===== src/rtl/axis_s_rx.sv =====
// rtl/axis_s_rx.sv - AXI-Stream slave receiver: show-ahead FIFO plus packet framing FSM.
// Optional statistics counters are built when AXIS_S_RX_STATS_EN is defined.
module axis_s_rx #(
    parameter int DATA_W = 32,
    parameter int DEPTH  = 8,
    localparam int ADDR_W = $clog2(DEPTH)
) (
    input  logic              aclk,
    input  logic              areset,
    input  logic              tvalid,
    output logic              tready,
    input  logic [DATA_W-1:0] tdata,
    input  logic              tlast,
    input  logic              rd_en,
    output logic              rd_valid,
    output logic [DATA_W-1:0] rd_data,
    output logic              rd_last,
    output logic [ADDR_W:0]   level,
    output logic              in_pkt,
    output logic              received,
    output logic [31:0]       pkt_count,
    output logic [31:0]       beat_count
);

    localparam logic [ADDR_W:0] FULL_LEVEL = (ADDR_W + 1)'(DEPTH);

    typedef enum logic {
        ST_IDLE = 1'b0,
        ST_RECV = 1'b1
    } state_t;

    logic [DATA_W:0]   mem [DEPTH];
    logic [ADDR_W-1:0] wr_ptr_q;
    logic [ADDR_W-1:0] rd_ptr_q;
    logic [ADDR_W:0]   level_q;
    logic              received_q;
    state_t            state_q;
    state_t            state_d;
    logic              full;
    logic              accept;
    logic              pop;
    logic [DATA_W:0]   head;

    // Ready depends only on registered occupancy, so a same-cycle pop never frees a slot.
    assign full     = (level_q == FULL_LEVEL);
    assign tready   = ~areset & ~full;
    assign rd_valid = ~areset & (level_q != '0);
    assign accept   = tvalid & tready;
    assign pop      = rd_en & rd_valid;

    assign head     = mem[rd_ptr_q];
    assign rd_data  = head[DATA_W-1:0];
    assign rd_last  = head[DATA_W];
    assign level    = level_q;
    assign in_pkt   = (state_q == ST_RECV);
    assign received = received_q;

    always_ff @(posedge aclk) begin
        if (accept) begin
            mem[wr_ptr_q] <= {tlast, tdata};
        end
    end

    always_ff @(posedge aclk) begin
        if (areset) begin
            wr_ptr_q   <= '0;
            rd_ptr_q   <= '0;
            level_q    <= '0;
            received_q <= 1'b0;
        end else begin
            if (accept) begin
                wr_ptr_q <= wr_ptr_q + 1'b1;
            end
            if (pop) begin
                rd_ptr_q <= rd_ptr_q + 1'b1;
            end
            case ({accept, pop})
                2'b10:   level_q <= level_q + 1'b1;
                2'b01:   level_q <= level_q - 1'b1;
                default: level_q <= level_q;
            endcase
            received_q <= accept & tlast;
        end
    end

    always_ff @(posedge aclk) begin
        if (areset) begin
            state_q <= ST_IDLE;
        end else begin
            state_q <= state_d;
        end
    end

    always_comb begin
        state_d = state_q;
        case (state_q)
            ST_IDLE: if (accept && !tlast) state_d = ST_RECV;
            ST_RECV: if (accept && tlast)  state_d = ST_IDLE;
            default: state_d = ST_IDLE;
        endcase
    end

`ifdef AXIS_S_RX_STATS_EN
    logic [31:0] pkt_cnt_q;
    logic [31:0] beat_cnt_q;

    always_ff @(posedge aclk) begin
        if (areset) begin
            pkt_cnt_q  <= '0;
            beat_cnt_q <= '0;
        end else if (accept) begin
            beat_cnt_q <= beat_cnt_q + 1'b1;
            if (tlast) begin
                pkt_cnt_q <= pkt_cnt_q + 1'b1;
            end
        end
    end

    assign pkt_count  = pkt_cnt_q;
    assign beat_count = beat_cnt_q;
`else
    assign pkt_count  = '0;
    assign beat_count = '0;
`endif

endmodule


===== config.mk =====
export PLATFORM = sky130hd
export DESIGN_NAME = axis_s_rx
export DESIGN_NICKNAME = d
export VERILOG_FILES = /design/src/rtl/axis_s_rx.sv
export SDC_FILE = /design/constraint.sdc
export NUM_CORES = 1
export LEC_CHECK = 0
export ABC_AREA = 1
export CAP_MARGIN = 5
export CORE_ASPECT_RATIO = 0.6
export CORE_UTILIZATION = 50
export CTS_CLUSTER_SIZE = 20
export DETAILED_ROUTE_END_ITERATION = 6
export PLACE_DENSITY = 0.76
export SETUP_SLACK_MARGIN = 0.05
export SYNTH_ARGS = -nofsm -noshare
export SYNTH_HDL_FRONTEND = slang
export SYNTH_SLANG_ARGS = --single-unit

===== constraint.sdc =====
create_clock -name aclk -period 4.5 [get_ports aclk]
set_input_delay 1.35 -clock aclk [delete_from_list [all_inputs] [get_ports aclk]]
set_output_delay 1.35 -clock aclk [all_outputs]
set_load 0.05 [all_outputs]

Word level (Yosys, flattened, before mapping)
Memory sizes are Yosys's and may differ from the RTL's. A register that Yosys moved wholly into a read port is not among the register bits.
Index checks and enable logic that the tools add are counted.
Widths: inputs -> output; s select.
Operators by class
  $add $sub $neg: 4
  multiply operators: 0
  divide/modulo/power cells: 0
  $lt $le $gt $ge: 0
  equal/unequal tests: 3
  shift operators: 0
  muxes and demuxes: 8
  bitwise operators: 8
  reduce and logical (&&, ||, !) cells: 5
Operators by type and width (count)
  $pmux 4 s2: 1
  $add 3x1->3 const B: 2
  $mux 3: 2
  $and 1x1->1: 5
  $add 4x1->4 const B: 1
  $eq 4x4->1 const B: 1
  $mux 1: 4
  $reduce_bool 4->1: 1
  $sub 4x1->4 const B: 1
  $not 1->1: 3
  $eq 2x1->1 const B: 1
  $eq 2x2->1 const B: 1
  $logic_and 1x1->1: 2
  $pmux 1 s2: 1
  $reduce_bool 2->1: 1
  $logic_not 1->1: 1
Storage, ports and cells
  register bits after elaboration: 12
  latch bits: 0
  RAM bits: 264
  memory bits (read-only): 0
  input bits: 37
  output and inout bits: 105
  word-level logic and storage cells: 34
  memories: 1
Memories
  mem: depth 8, width 33, rd ports 1, clocked after memory_dff 1, wr ports 1, RTL line 32  | logic [DATA_W:0] mem [DEPTH];

Depth between registers and ports, before layout
  depth after elaboration: 7
  depth in mapped cells: 14
  gate-level depth less buffers: 14

Worst setup path before layout
Ideal clock, no wire load.
  kind: input to register
  start point: input areset
  end point: memory mem[4][0] (netlist name) (enable)
  setup time: 465 ps
  arrival time: 4055 ps
  data required time: 4035 ps
  setup slack: -19 ps
  stages: 4
  buffers on the path: 1
  cell sequence: inv_1 > nand3_2 > buf_4 > nor3_1
On the way
  word-level cells in the longest chain between the ends: 5
RTL lines
  start: declaration: RTL line 9  | input logic areset,
  $not 1->1: RTL line 46  | assign tready = ~areset & ~full;
  $and 1x1->1: RTL line 46
  $and 1x1->1: RTL line 48  | assign accept = tvalid & tready;
  $mux 1: RTL line 59  | if (accept) begin
  $mux 1 (not written as such): RTL line 60  | mem[wr_ptr_q] <= {tlast, tdata};
  end: declaration: RTL line 32
Every way passes these cells.

==> run_results.csv <==
group,metric,value,unit
clock_tree,cts_hold_buf,0,
sta,fin_crit,3.79,ns
routing,drc,0,
power,power_density,490,nW/µm²
worst_hold_path,hp-class,"flop to flop",
status,outcome,"complete, no violations",
sta,period_share,84.2,%
floorplan,die_x,198,µm
clock_tree,cts_made_buffers,25,
synthesis,synth_cell_type_count,27,
clock_tree,cts-resized-gates,0,
synthesis,yosysSeqAreaShare,71.4,%
placed_design,port_buffers,77,
finish,fill_cells,1754,
grt,grt_usage,19.2,%
clock_tree,htree_levels,1,
placed_design,place_hpwl,12600,µm
clock_tree,clk_pin_slew,0.06,ns
floorplan,start_util,51.6,%
grt,grt_overflow,0,
worst_setup_path,required,3.15,ns
routing,ant_nets,0,
power,leakage,0.00461,µW
routing,drtPass1Iterations,5,
finish,drive_gt1_share,10.2,%
clock_tree,cts_root_buffer,"clkbuf_16",
routing,wl_per_cell,17.2,µm
sta,finClkSkew,0.0227,ns
worst_setup_path,worstSetupPathType,"flop to output port",
sta,slew_headroom,58.5,%
grt,grt_pass1_vias,6342,
clock_tree,postCtsSetupBuffers,0,
job,maxCapViolCount,0,
worst_setup_path,timing.rr.start,"level[1]$_SDFFE_PP0P_",
routing,drt-total-wl,22500,µm
synthesis,postSynthCellCount,906,
synthesis,ys_warn_count,0,
floorplan,fp-row-count,42,
grt,grt_max_degree,61,
finish,final_cell_mix,"edfxtp_1, nor2_1, nand2_1",
worst_setup_path,worst-path-max-fanout,60,
synthesis,syn_area,11500,µm²
finish,num_antenna_cells,0,
worst_setup_path,crit_arrival,2.44,ns
power,total_power,6420,µW
grt,antenna_found_initial,0,
sta,grt_setup_unrepaired,"false",
grt,grt_first_pass_wirelength,34700,µm
floorplan,die_h,120,µm
sta,slew_violations,0,
clock_tree,clockBufferDepth,3,
worst_setup_path,rr_worst_depth,11,
floorplan,core,22300,µm²
routing,viasPerCell,5.19,
finish,area_delta_synth_final,13.6,%
placed_design,gp_congestion,0.744,
worst_setup_path,start_kind,"flop",
clock_tree,clk-insertion-delay-late,0.54,ns
synthesis,ys_seq_elements,279,
sta,hold_violations,0,
clock_tree,cts_sinks,279,
floorplan,die_area,23700,µm²
worst_setup_path,end_kind,"output port",
sta,finalSetupViolCount,0,
finish,final_net_count,1024,
sta,setup_tns,0,ns
clock_tree,tritoncts,"built",
routing,first_iter_violations,606,
routing,num_vias,6774,
worst_hold_path,whs_path_depth,2,
synthesis,post_synth.cell_area_avg,12.7,µm²
sta,fmax,0.264,GHz
sta,tightest_slew,0.622,ns
finish,layout_commonest_cell,"edfxtp_1",
floorplan,pin_count,142,
power,peakVddDrop,0.335,mV
-- cell families (layout without fill, tap and decap cells) --
family,count (synthesis),count (layout),synth area share [%]
AOI/OAI and AO/OA,180,180,8.22
adders and majority gates,5,5,0.543
muxes,33,33,2.87
buffers and inverters,129,158,7.37
DFF,279,279,71.4
other,1,64,0.0325
and+or+nand+nor,273,273,9.12
xor gates and xnor gates,6,6,0.456
-- cells in the mapped netlist --
master | count | area share, %
buf_1 | 1 | 0.033
xor2_1 | 4 | 0.30
nor3_1 | 8 | 0.35
mux2i_1 | 33 | 2.9
o22ai_1 | 33 | 1.8
a21oi_1 | 7 | 0.30
clkbuf_1 | 18 | 0.59
nand3_1 | 8 | 0.35
buf_4 | 68 | 4.4
buf_6 | 5 | 0.49
conb_1 | 1 | 0.033
buf_8 | 3 | 0.39
inv_1 | 16 | 0.52
dfxtp_1 | 15 | 2.6
edfxtp_1 | 264 | 69
a211oi_1 | 1 | 0.065
o21ai_0 | 63 | 2.7
nand2_1 | 115 | 3.7
nand3_2 | 1 | 0.087
o21ai_1 | 74 | 3.2
inv_4 | 1 | 0.054
buf_2 | 16 | 0.69
xnor2_1 | 2 | 0.15
buf_12 | 1 | 0.17
ha_1 | 5 | 0.54
a31oi_1 | 2 | 0.11
nor2_1 | 141 | 4.6
-- worst max-delay path, cell delays in order (launching register included) --
cell,delay (ns)
dfxtp_4,0.75
buf_4,0.36
o21ai_1,0.10
o21ai_1,0.16
nand2_1,0.10
nand2_1,0.19
buf_4,0.23
-- through the flow --
stage	hold WS, ns	utilization, %	setup WS, ns	area [µm²]	cells
after CTS	0.469	58.6	0.703	13100	1306
after detailed placement	0.459	55.0	0.652	12300	1263
after global routing	0.496	58.6	0.594	13100	1306
final	0.468	58.6	0.709	13100	1306
after global placement	0.479	55.0	0.705	12300	1263
after floorplan	0.463	-	-0.0194	11800	969
-- power by group --
part / internal [µW] / switching, µW
logic: 374 / 918
clock network: 1260 / 892
registers: 2910 / 62.1
-- routing by layer --
layer	vias up	global-route usage, %	share of wire (%)
met5	-	0	0
met4	0	4.80	1.5
met3	32	3.15	7.0
met2	261	30.0	46
met1	3230	28.0	46
li1	3251	-	-
-- path summary, 6_finish.rpt --
path / to / slack (ns)
setup / recovery: rd_data[26] / 0.71
hold / removal: flop / 0.47
setup reg to reg: level[2]$_SDFFE_PP0P_ / 2.22
hold reg to reg: flop / 0.47
-- sequential cells by signal (all words and copies together), names as in the netlist, named ones only --
register,cells
received,1
rd_ptr_q,3
level,4
mem,264
wr_ptr_q,3
-- cell type report --
| type | instances | area [µm²] | share of cell area, % |
|---|---|---|---|
| timing repair buffer | 98 | 866 | 6.61 |
| clock inverter | 11 | 158 | 1.20 |
| inverter | 17 | 66.3 | 0.506 |
| clock buffer | 32 | 662 | 5.05 |
| sequential | 279 | 8240 | 62.9 |
| multi-input combinational | 561 | 2720 | 20.8 |
| tap | 308 | 385 | 2.94 |
No activity file was read; power rests on OpenSTA's default activity.
